`config.mk`:
```
export PLATFORM = sky130hd
export DESIGN_NAME = gate_unit_arbiter
export DESIGN_NICKNAME = d
export VERILOG_FILES = /design/src/rtl/gate_unit_arbiter.sv
export SDC_FILE = /design/constraint.sdc
export NUM_CORES = 1
export LEC_CHECK = 0
export CORE_ASPECT_RATIO = 1.1
export CORE_MARGIN = 1
export CORE_UTILIZATION = 40
export CTS_CLUSTER_SIZE = 8
export DETAILED_ROUTE_END_ITERATION = 10
export PLACE_DENSITY = 0.79
export SYNTH_ARGS = -nofsm -noshare
export SYNTH_HDL_FRONTEND = slang
export SYNTH_SLANG_ARGS = --single-unit
```
`constraint.sdc`:
```
create_clock -name clk -period 3 [get_ports clk]
set_input_delay 0.3 -clock clk [delete_from_list [all_inputs] [get_ports clk]]
set_output_delay 0.3 -clock clk [all_outputs]
set_load 0.1 [all_outputs]
```
`src/rtl/gate_unit_arbiter.sv`:
```
// gate_unit_arbiter: round-robin access to one registered
// OR/AND/XOR/NOR unit, one tagged transaction at a time.
module gate_unit_arbiter #(
  parameter int NREQ  = 4,
  parameter int WIDTH = 8,
  parameter int IDW   = 2
) (
  input  logic                  clk,
  input  logic                  rst,
  input  logic [NREQ-1:0]       req,
  input  logic [NREQ*WIDTH-1:0] op_a,
  input  logic [NREQ*WIDTH-1:0] op_b,
  input  logic [NREQ*2-1:0]     op_sel,
  output logic [NREQ-1:0]       gnt,
  output logic                  busy,
  output logic                  rsp_valid,
  output logic [IDW-1:0]        rsp_id,
  output logic [WIDTH-1:0]      rsp_data,
  input  logic                  rsp_ready
);

  typedef enum logic [1:0] {
    IDLE = 2'd0,
    EXEC = 2'd1,
    RESP = 2'd2
  } state_t;

  localparam logic [IDW:0]   NR   = (IDW+1)'(NREQ);
  localparam logic [IDW-1:0] LAST = IDW'(NREQ-1);

  state_t           state;
  state_t           state_nx;
  logic [IDW-1:0]   rr_ptr;
  logic [IDW-1:0]   win;
  logic [IDW:0]     idx;
  logic             found;
  logic [WIDTH-1:0] a_q;
  logic [WIDTH-1:0] b_q;
  logic [1:0]       sel_q;
  logic [WIDTH-1:0] result;
  logic [WIDTH-1:0] a_arr [NREQ];
  logic [WIDTH-1:0] b_arr [NREQ];
  logic [1:0]       s_arr [NREQ];

  // Unpack the per-requester operand buses.
  always_comb begin
    for (int i = 0; i < NREQ; i++) begin
      a_arr[i] = op_a[i*WIDTH +: WIDTH];
      b_arr[i] = op_b[i*WIDTH +: WIDTH];
      s_arr[i] = op_sel[2*i +: 2];
    end
  end

  // Round-robin scan from rr_ptr, wrapping modulo NREQ.
  always_comb begin
    found = 1'b0;
    win   = '0;
    idx   = '0;
    for (int i = 0; i < NREQ; i++) begin
      idx = {1'b0, rr_ptr} + (IDW+1)'(i);
      if (idx >= NR) idx = idx - NR;
      if (!found && req[idx[IDW-1:0]]) begin
        found = 1'b1;
        win   = idx[IDW-1:0];
      end
    end
  end

  // Bitwise unit on the latched operands.
  always_comb begin
    unique case (sel_q)
      2'b00:   result = a_q | b_q;
      2'b01:   result = a_q & b_q;
      2'b10:   result = a_q ^ b_q;
      default: result = ~(a_q | b_q);
    endcase
  end

  // State register.
  always_ff @(posedge clk or posedge rst) begin
    if (rst) state <= IDLE;
    else     state <= state_nx;
  end

  // Next-state: grant, one execute cycle, hold until handshake.
  always_comb begin
    state_nx = state;
    unique case (state)
      IDLE:    if (found) state_nx = EXEC;
      EXEC:    state_nx = RESP;
      RESP:    if (rsp_ready) state_nx = IDLE;
      default: state_nx = IDLE;
    endcase
  end

  assign busy = (state != IDLE);

  // Operand latch, grant pulse, response and pointer updates.
  always_ff @(posedge clk or posedge rst) begin
    if (rst) begin
      gnt       <= '0;
      rsp_valid <= 1'b0;
      rsp_id    <= '0;
      rsp_data  <= '0;
      rr_ptr    <= '0;
      a_q       <= '0;
      b_q       <= '0;
      sel_q     <= '0;
    end else begin
      gnt <= '0;
      unique case (state)
        IDLE: begin
          if (found) begin
            a_q    <= a_arr[win];
            b_q    <= b_arr[win];
            sel_q  <= s_arr[win];
            gnt    <= {{(NREQ-1){1'b0}}, 1'b1} << win;
            rsp_id <= win;
          end
        end
        EXEC: begin
          rsp_data  <= result;
          rsp_valid <= 1'b1;
        end
        RESP: begin
          if (rsp_ready) begin
            rsp_valid <= 1'b0;
            rr_ptr    <= (rsp_id == LAST) ? '0 : rsp_id + 1'b1;
          end
        end
        default: ;
      endcase
    end
  end

endmodule
```
Word level (Yosys, flattened, before mapping)
Cells that the tools add are included. W data, S select, Z words.

Register bits after elaboration: 37. Logic and storage cells: 91.

$add $sub $neg: 8. Order comparisons: 9. Eq/ne operators: 7. Shifts and indexed selects: 1. Mux-type cells: 38. Bitwise operators: 5. Reductions and logical operators: 14.

Operator list (number): $bmux W8 S2 (2); $mux W8 (4); $mux W2 (13); $pmux W8 S3 (1); $ge A3 B3 Y1 const B (4); $lt A2 B3 Y1 const B (4); $mux W1 (9); $and A8 B8 Y8 (1); $bmux W1 S2 (4); $mux W4 (2); $not A8 Y8 (1); $or A8 B8 Y8 (1); $reduce_and A2 Y1 (4); $sub A2 B1 Y2 const B (4); $xor A8 B8 Y8 (1); $add A2 B2 Y3 const B (2); $eq A2 B2 Y1 const B (3); $pmux W2 S3 (1); $bmux W2 S2 (1); $eq A2 B1 Y1 const B (2); $logic_not A2 Y1 (2); $ne A2 B2 Y1 const B (2); $reduce_bool A2 Y1 (2); $shl A1 B2 Y4 const A (1); 7 further kinds (11).

Logic depth before layout (Yosys ltp)
Gate-level depths: netlist of the first run.

Word-level depth: 18. Gate-level depth with buffers: 8. Gate-level depth less buffers: 7.

Least setup slack after synthesis of the first run
No wires, ideal clock.

Kind: flip-flop to flip-flop. Start point: register state[1]. End point: register a_q[0]. Library setup time: 0.128 ns. Arrival: 1.860 ns. Data required time: 2.872 ns. Path slack: 1.012 ns. Stages on the path, launching flop included: 6. Buffers on the path: 1. Cell sequence: dfrtp_1 > or2_1 > a21o_2 > clkbuf_1 > a221oi_1 > o22ai_1.

Longest elaborated chain between the ends: 2.

RTL lines: start: declaration (RTL line 31) `state_t state;`; start signal: assignment (RTL line 82) `else state <= state_nx;`; $logic_not A2 Y1 (RTL line 111) `unique case (state)`; $reduce_and A2 Y1 (no line); end signal: assignment (RTL line 114) `a_q <= a_arr[win];`; end: declaration (RTL line 37) `logic [WIDTH-1:0] a_q;`.

Every way passes these cells. A chain may end at the register's enable or synchronous reset.

Final worst setup path of the first run
Start point: input port req[2]. End point: register b_q[1].

Longest elaborated chain between the ends: 16. Elaborated cells between the ends (all ways): 27. Classes of those cells: mux (19); bitwise (1); reduce/logical (7).

RTL lines: start: declaration (RTL line 10) `input logic [NREQ-1:0] req,`; $bmux W1 S2 (RTL line 62) `if (!found && req[idx[IDW-1:0]]) begin`; $mux W1 (not written as such) (RTL line 62); $mux W1 (RTL line 62); $logic_not A1 Y1 (RTL line 62); $logic_and A1 B1 Y1 (RTL line 62); $mux W1 (RTL line 62); $logic_not A1 Y1 (RTL line 62); $logic_and A1 B1 Y1 (RTL line 62); $mux W1 (RTL line 62); $logic_not A1 Y1 (RTL line 62); $logic_and A1 B1 Y1 (RTL line 62); $mux W2 (RTL line 62); $not A2 Y3 (not written as such) (RTL line 115) `b_q <= b_arr[win];`; $bmux W8 S2 (RTL line 115); $mux W8 (not written as such) (2 in a row) (RTL line 115); end signal: assignment (RTL line 115); end: declaration (RTL line 38) `logic [WIDTH-1:0] b_q;`.

Parallel ways exist; a longest one is shown, timed or not. The select of a mux whose other input is x is not followed.

==> results.md, run 1 <==
STA:
- The maximum operating frequency is 474.9 MHz.
- The number of hold violations in the final report came to 0.
- The smallest clock period supported by the final layout is computed as 2106 ps.
- Of the available clock period, the critical path in the final layout requires 0.7019.
- Hold timing on the final database bottoms out at a slack of approximately 420 ps.
- The final-layout setup total negative slack is 0 ps.
- The count of endpoints failing setup in the final report is 0.
- The number of pins with negative max-slew slack in the final report came to 0.
- The slew at the pin closest to its max-slew limit is ~960 ps.
- Measured against its own limit, the worst slew margin works out to 0.3584.
- The worst clock skew on the final layout is 4.216 ps.
- After layout, the worst setup slack is 894.3 ps.
- Setup repair after global routing left no endpoint under its margin.

Yosys:
- For this run, the leading register cell type out of synthesis is sky130_fd_sc_hd__dfrtp_1.
- For this run, the register share of the synthesized area comes to 0.3534.
- Counting flops with an async set or reset pin after synthesis yields a share of 1.000.
- The Yosys step of the flow raised 0 warnings.
- The synthesized area per cell is around 8.9 um2.
- The cell area that synthesis handed to floorplanning was 0.002620 mm2.
- The synthesized netlist contains slightly above 40 unique library cells.
- The number of nets handed over by synthesis was roughly 390.
- The number of synthesized flops with an enable pin is 0.
- The post-synthesis register bit count is 37.
- The gate count after technology mapping is 295.

Drt:
- Once detail routing completed, the nets flagged for antenna violations numbered 0.
- The sum of routed wire length over all layers is 6387 um.
- The number of search-and-repair iterations in the first detailed-routing pass is 4.
- Dividing the detail-routed wire length by the instance count gives 13.82 um.
- The via total after detailed routing is approximately 2,400.
- The vias per cell is 5.268.
- In the routed design, unresolved DRC markers number 0.
- The number of DRC markers in iteration 0 is between 90 and 100.

Worst setup path:
- STA puts the critical path data required time at 3200 ps.
- The reg-to-reg critical path startpoint is rr_ptr[0]$_DFFE_PP0P_.
- By startpoint and endpoint, the worst setup path is classified as input port to flip-flop.
- The cell count of the worst reg-to-reg path is 5.
- The worst-case register-to-register setup slack is between 1000 and 1500 ps.
- Data on the critical path arrives at its endpoint at 2310 ps.
- Traced cell by cell, the critical path runs through clkdlybuf4s50_1, nor2b_2, nor3_1, o21ai_0, a21o_1, o31ai_2.
- The worst reg2reg path endpoint is b_q[1]$_DFFE_PP0P_.
- The critical path's largest stage delay is 750 ps.
- STA classifies the critical path startpoint as an input port.
- The element type at the critical path end is a flip-flop.
- On the critical path, the stage with the largest delay is an instance of sky130_fd_sc_hd__nor3_1.
- Of all nets on the critical path, the largest fanout is 11.

Layout:
- Relative to the synthesized area, the layout overhead comes to 38.54%.
- The proportion of layout cells with a drive suffix above 1 is 0.1126.
- The finished cells cover ~0.0036 mm2.
- Fill cells in the final layout number 600.
- The count of antenna diodes in the layout is 0.
- The final standard cell count with taps included and fillers excluded is 462.
- The final layout contains 478 nets.

Hold path:
- The path category of the worst min-delay check is input port to async pin.

Floorplan:
- The overall die area is 0.006878 mm2.
- The initial utilization of the core area, before any placement, comes to 0.4205.
- From bottom edge to top edge, the die measures 86.88 um.
- The core region area is 0.006231 mm2.
- Pin placement for this block handled between 90 and 100 I/O pins.
- The number of placement rows is 30.
- The die is 79.17 um wide.

Clock network:
- The CTS buffer count is 5.
- The CTS tree is done.
- The post-CTS resize count is 0.
- The number of sinks driven by the clock tree is 37.
- The number of buffers inserted by hold repair at cts is 0.
- The tree is rooted in a sky130_fd_sc_hd__clkbuf_8.
- The clock-pin slew on the worst setup and hold paths is 70 ps.
- No sink is reached through more buffers than the 2 on the longest clock path.
- The clock latency of the later-clocked register in the worst-skew pair is 290 ps.
- The H-tree generated during clock tree synthesis spans 2 levels.
- In this run the post-CTS setup repair buffer count came out at 0.

Pwr:
- The power share of the clock group is 0.093.
- The maximum VDD drop is 0.5954 mV.
- The cell area power density is 1032 mW/mm2.
- Of the total power, registers draw 0.267.
- The switching part of the total power is 0.5188.
- Of the total power, combinational logic draws 0.640.
- The analysis attributes to net switching a power of 1.943 mW.
- The leakage power is ~1.7 nW.
- The internal portion of the total power is 1.802 mW.

Global route:
- The pin count of the biggest net entering global routing is 38.
- The via count of the first global-routing pass is approximately 2,300.
- For this run, the total global-route usage over all layers was measured as 0.1996.
- The first-pass GRT wire length is 10,630 um.
- The number of antenna violations at the first check in global routing is 0.
- The final global-route overflow total is 0.

Placed design:
- The pre-CTS setup slack is 597.2 ps.
- Detailed placement finished with a half-perimeter wire length of 5017 um.
- In this run the cell area measured after placement is 0.003543 mm2.
- The number of placed instances, taps included, is 455.
- The number of I/O port buffers is between 90 and 100.
- The congestion estimate from routability-driven global placement came to 0.8783.

Run status:
- The run finished with clean final reports.

Job:
- The number of violations of the max-capacitance limit is 0.
==> cells in the final DEF (no fill, tap or decap), types with 2 or more instances in the layout <==
| master | netlist | layout |
|---|---|---|
| sky130_fd_sc_hd__dfrtp_1 | 37 | 37 |
| sky130_fd_sc_hd__inv_1 | 25 | 25 |
| sky130_fd_sc_hd__clkdlybuf4s50_1 | 0 | 79 |
| sky130_fd_sc_hd__mux2i_1 | 26 | 26 |
| sky130_fd_sc_hd__o21ai_0 | 24 | 24 |
| sky130_fd_sc_hd__nor2_1 | 28 | 28 |
| sky130_fd_sc_hd__clkbuf_8 | 0 | 6 |
| sky130_fd_sc_hd__o21ai_1 | 9 | 9 |
| sky130_fd_sc_hd__nor3_1 | 5 | 5 |
| sky130_fd_sc_hd__ha_1 | 17 | 17 |
| sky130_fd_sc_hd__o22ai_1 | 7 | 7 |
| sky130_fd_sc_hd__nand2b_1 | 3 | 3 |
| sky130_fd_sc_hd__a21o_1 | 11 | 11 |
| sky130_fd_sc_hd__buf_4 | 1 | 19 |
| sky130_fd_sc_hd__o31ai_2 | 2 | 2 |
| sky130_fd_sc_hd__a221oi_1 | 7 | 7 |
| sky130_fd_sc_hd__nand2_1 | 20 | 20 |
| sky130_fd_sc_hd__a21oi_1 | 18 | 18 |
| sky130_fd_sc_hd__o31ai_1 | 10 | 10 |
| sky130_fd_sc_hd__nor2b_1 | 4 | 4 |
| sky130_fd_sc_hd__mux2_2 | 7 | 7 |
==> metrics by stage <==
step | power, mW | util
floorplan | 2.902 | -
global placement | 3.333 | 0.5687
detailed placement | 3.411 | 0.5687
CTS | 3.769 | 0.5825
global route | 4.042 | 0.5825
finish | 3.744 | 0.5825
==> worst max path at each step <==
| stage | start | endpoint | slack (ps) | depth (start not counted) |
|---|---|---|---|---|
| 2_1_floorplan | state[1]$_DFFE_PP0P_ | a_q[0]$_DFFE_PP0P_ | 1010 | 5 |
| 3_3_place_gp | req[2] | a_q[7]$_DFFE_PP0P_ | 620 | 6 |
| 3_5_place_dp | req[2] | b_q[1]$_DFFE_PP0P_ | 600 | 6 |
| 4_1_cts | req[2] | b_q[1]$_DFFE_PP0P_ | 900 | 6 |
| 5_1_grt | req[2] | b_q[1]$_DFFE_PP0P_ | 720 | 6 |
| 6_report | req[2] | b_q[1]$_DFFE_PP0P_ | 890 | 6 |
==> registers in the layout, indices dropped and copies added, names as in the netlist <==
| name | cells |
|---|---|
| gnt | 4 |
| rsp_valid | 1 |
| state | 2 |
| rsp_data | 8 |
| b_q | 8 |
| rr_ptr | 2 |
| sel_q | 2 |
| rsp_id | 2 |
| a_q | 8 |
==> power by group through the flow <==
stage	Sequential, mW	Combinational, mW	Clock (mW)
after floorplan	1.46	1.45	0
after global placement	0.991	2.34	0
after detailed placement	1.01	2.40	0
after CTS	0.998	2.42	0.355
after global routing	1.04	2.62	0.380
final	0.999	2.40	0.350
==> cell usage after synthesis (2+ instances only) <==
cell type / instances / area, um2
sky130_fd_sc_hd__buf_2: 6 / 30.03
sky130_fd_sc_hd__nor2b_1: 4 / 25.02
sky130_fd_sc_hd__a21oi_1: 18 / 90.09
sky130_fd_sc_hd__clkbuf_1: 7 / 26.28
sky130_fd_sc_hd__buf_6: 2 / 22.52
sky130_fd_sc_hd__mux2i_1: 26 / 260.3
sky130_fd_sc_hd__nor2_1: 28 / 105.1
sky130_fd_sc_hd__mux2_2: 7 / 78.83
sky130_fd_sc_hd__inv_1: 25 / 93.84
sky130_fd_sc_hd__o31ai_1: 10 / 75.07
sky130_fd_sc_hd__o22ai_1: 7 / 43.79
sky130_fd_sc_hd__o21ai_1: 9 / 45.04
sky130_fd_sc_hd__ha_1: 17 / 212.7
sky130_fd_sc_hd__nand2_1: 20 / 75.07
sky130_fd_sc_hd__nor3_1: 5 / 25.02
sky130_fd_sc_hd__a221oi_1: 7 / 61.31
sky130_fd_sc_hd__o21ai_0: 24 / 120.1
sky130_fd_sc_hd__o31ai_2: 2 / 25.02
sky130_fd_sc_hd__a21o_1: 11 / 82.58
sky130_fd_sc_hd__nand2b_1: 3 / 18.77
sky130_fd_sc_hd__dfrtp_1: 37 / 925.9
==> critical path, delay by kind of cell <==
| family | cells | cell delay (ps) |
|---|---|---|
| AOI/OAI and AO/OA | 3 | 520 |
| and+or+nand+nor | 2 | 990 |
| buffers and inverters | 1 | 510 |
==> final cells by class <==
cell class / instances / area [um2] / area share
clock buffer: 7 / 86.33 / 0.02378
inverter: 27 / 103.9 / 0.02861
multi-input combinational: 213 / 1480 / 0.4078
timing repair buffer: 98 / 933.4 / 0.2572
sequential: 37 / 925.9 / 0.2551
tap: 80 / 100.1 / 0.02758
==> layer usage <==
layer	GRT usage	wire length, um	up-vias
met4	0.06942	119	0
li1	-	-	1216
met2	0.3456	3252	71
met3	0.03455	262	9
met1	0.2500	2752	1138
met5	0	0	-
==> cell families (layout without fill, tap and decap cells) <==
family	Yosys count	count (layout)	share of synthesized area
flip-flops	37	37	0.3534
buffers and inverters	45	132	0.08166
AND/OR/NAND/NOR	66	66	0.1118
multiplexers	33	33	0.1294
AO/OA/AOI/OAI	97	97	0.2426
adder cells (fa/ha/maj)	17	17	0.08118
(Power assumes the default switching activity.)
==> run 2: changes to the inputs <==
--- a/config.mk
+++ b/config.mk
@@ -10,7 +10,7 @@
 export CORE_UTILIZATION = 40
 export CTS_CLUSTER_SIZE = 8
 export DETAILED_ROUTE_END_ITERATION = 10
-export PLACE_DENSITY = 0.79
+export PLACE_DENSITY = 0.82
 export SYNTH_ARGS = -nofsm -noshare
 export SYNTH_HDL_FRONTEND = slang
 export SYNTH_SLANG_ARGS = --single-unit
==> constraint.sdc (replaced) <==
create_clock -name clk -period 1.9 [get_ports clk]
set_input_delay 0.19 -clock clk [delete_from_list [all_inputs] [get_ports clk]]
set_output_delay 0.19 -clock clk [all_outputs]
set_load 0.1 [all_outputs]
==> run 2 against run 1 <==
  * Worst hold slack got worse by 110 ps
  * Register-to-register slack got worse by 970 ps
  * Die area did not move
  * Core utilization grew 2.0 points
  * Worst setup slack lost 810 ps
  * Highest routed layer unchanged
==> results.md, run 2 (same netlist as run 1, synthesis figures left out) <==
Run status:
- The run finished with clean final reports.

Layout:
- From synthesis to final layout, the design area changed by 43.22%.
- The number of antenna diodes in the final layout is 0.
- The top cell types in the final layout, fill and taps aside, are sky130_fd_sc_hd__clkdlybuf4s50_1, sky130_fd_sc_hd__dfrtp_1, sky130_fd_sc_hd__buf_4.
- The final net count is 493.
- The most common cell after layout, fill and taps aside is sky130_fd_sc_hd__clkdlybuf4s50_1.
- The count of filler cells inserted in the layout is ~580.
- The final standard cell count with taps included and fillers excluded is ~480.
- In the final layout, the registers with the most flip-flops are a_q x8, b_q x8, rsp_data x8.
- After routing the design area is 0.003752 mm2.
- Summing all multi-input logic gate instances after layout gives 0.001480 mm2.
- The total area of sequential cells is 925.9 um2.
- The core utilization of the finished layout is 0.6022.
- Of the cells placed in the final design, the portion with a size suffix greater than 1 is 0.1511.

Global route:
- The first-pass GRT wire length is around 11,000 um.
- The via count of the first global-routing pass is 2,396.
- The pin count of the biggest net entering global routing is 38.
- The number of antenna violations at the first check in global routing is 0.
- The overall routing resource usage is 0.2052.
- The final global-route overflow total is 0.

Floorplan:
- The core region area is 0.006231 mm2.
- The number of placement rows is 30.
- The count of boundary I/O pins is 95.
- The overall die area is 0.006878 mm2.
- The die boundary width is 79.17 um.
- The die height is roughly 87 um.
- The starting utilization of the core area is 0.4205.

Clock network:
- The root buffer selected by CTS is sky130_fd_sc_hd__clkbuf_8.
- The number of H-tree branching levels is 2.
- After clock tree synthesis, the clock-pin slew on the worst setup and hold paths is 70 ps.
- Counting along the longest clock path gives a buffer depth of 2.
- The number of setup buffers added after CTS is 0.
- Gates resized during post-CTS repair numbered 0.
- TritonCTS built the clock tree.
- Clock latency on the worst-skew pair, taken at its later pin, is 290 ps.
- Buffers inserted during clock tree synthesis total 5.
- In this run, post-CTS hold repair placed 0 buffers.
- CTS saw 37 sinks.

Placed design:
- Port buffering added 94 buffers.
- Summing all placed instances gives a cell area of 0.003651 mm2.
- Including well taps, the total number of placed cells is ~470.
- At the end of routability-driven placement, the weighted congestion stood at roughly 0.84.
- After legalization and detailed placement, the total HPWL measured 5240 um.

Worst setup path:
- The worst setup path is launched from a flip-flop.
- The required time reported for the critical path endpoint is 2060 ps.
- Measured in cells, the most critical reg-to-reg path has a length of 5.
- Setup slack on the worst reg-to-reg path comes out at 90 ps.
- For the worst setup path, the data arrival time is 1980 ps.
- The first element of the critical path is rr_ptr[0]$_DFFE_PP0P_.
- The element type at the critical path end is a flip-flop.
- The reg-to-reg critical path startpoint is rr_ptr[0]$_DFFE_PP0P_.
- Following the worst setup path forward leads to its endpoint at a_q[1]$_DFFE_PP0P_.
- The critical path is of the flip-flop to flip-flop type.
- The worst reg2reg path endpoint is a_q[1]$_DFFE_PP0P_.
- The highest fanout seen on the critical path is 7.

STA:
- The number of pins with negative max-slew slack in the final report is 0.
- Hold timing on the final database bottoms out at a slack of 304.9 ps.
- The slew at the pin closest to its max-slew limit is 512.2 ps.
- The number of hold violations in the final report is 0.
- Of the available clock period, the critical path in the final layout requires 0.9540.
- The final-layout setup total negative slack is 0 ps.
- Setup violations remaining at the end of the flow were counted as 0.
- Static timing analysis puts the maximum clock frequency at 551.7 MHz.
- The worst clock skew on the final layout is 4.094 ps.
- Measured against its own limit, the worst slew margin works out to 0.6586.
- Subtracting the final worst setup slack from the clock period gives approximately 1800 ps.
- Setup repair after global routing left no endpoint under its margin.

Drt:
- After detailed routing, the number of remaining DRC violations is 0.
- The sum of routed wire length over all layers is about 6700 um.
- The final route contains 2,501 vias.
- The per-cell routed wire length is between 10 and 15 um.
- The number of search-and-repair iterations in the first detailed-routing pass is 4.
- The detail route stage leaves a number of antenna-violating nets equal to 0.
- The vias per cell is around 5.2.
- After the first detailed-routing iteration, the DRC count stood at 145.

Pwr:
- The cell area power density is 1641 mW/mm2.
- IR analysis of the VDD net gives a maximum drop of 0.9570 mV.
- The leakage power is 1.779 nW.

Hold path:
- The path category of the worst min-delay check is input port to async pin.

Job:
- The number of violations of the max-capacitance limit is 0.
run 2: per-layer routing:
layer / global-route usage / routed length (um)
met1: 0.2566 / 2646
met2: 0.3519 / 3457
met3: 0.03141 / 414
met4: 0.08595 / 155
met5: 0 / 0
run 2: where the power goes:
part / total (mW) / switching [mW] / leakage (nW) / internal (mW)
clock network: 0.550 / 0.263 / 0.0443 / 0.288
logic: 4.09 / 2.53 / 1.30 / 1.56
registers: 1.52 / 0.361 / 0.438 / 1.16
total: 6.16 / 3.16 / 1.78 / 3.00
run 2: how the worst min path moves through the flow:
stage | end | slack (ps) | depth (start not counted)
3_5_place_dp | rsp_data[1]$_DFFE_PP0P_ | 470 | 2
4_1_cts | b_q[0]$_DFFE_PP0P_ | 320 | 3
5_1_grt | b_q[0]$_DFFE_PP0P_ | 360 | 3
6_report | b_q[0]$_DFFE_PP0P_ | 300 | 3
2_1_floorplan | state[1]$_DFFE_PP0P_ | 300 | 1
3_3_place_gp | rsp_data[1]$_DFFE_PP0P_ | 460 | 2
run 2: final cells by class:
class                           instances  area share
Inverter                               27     0.02768
Multi-Input combinational cell        213      0.3945
Sequential cell                        37      0.2467
Timing Repair Buffer                  113      0.2814
Tap cell                               80     0.02668
Clock buffer                            7     0.02301
run 2: worst max-delay path, cell delays in order (launching register included):
cell	delay (ps)
sky130_fd_sc_hd__dfrtp_1	480
sky130_fd_sc_hd__nand2b_1	220
sky130_fd_sc_hd__a211oi_1	310
sky130_fd_sc_hd__nor2_1	190
sky130_fd_sc_hd__a221oi_1	370
sky130_fd_sc_hd__o22ai_1	130
run 2: stage by stage:
step | setup slack, ps | power, mW
5_1_grt | 1.822 | 6.636
6_report | 87.37 | 6.158
2_1_floorplan | 57.42 | 4.585
4_1_cts | 70.94 | 6.146
3_3_place_gp | -90.39 | 5.418
3_5_place_dp | -181.4 | 5.579
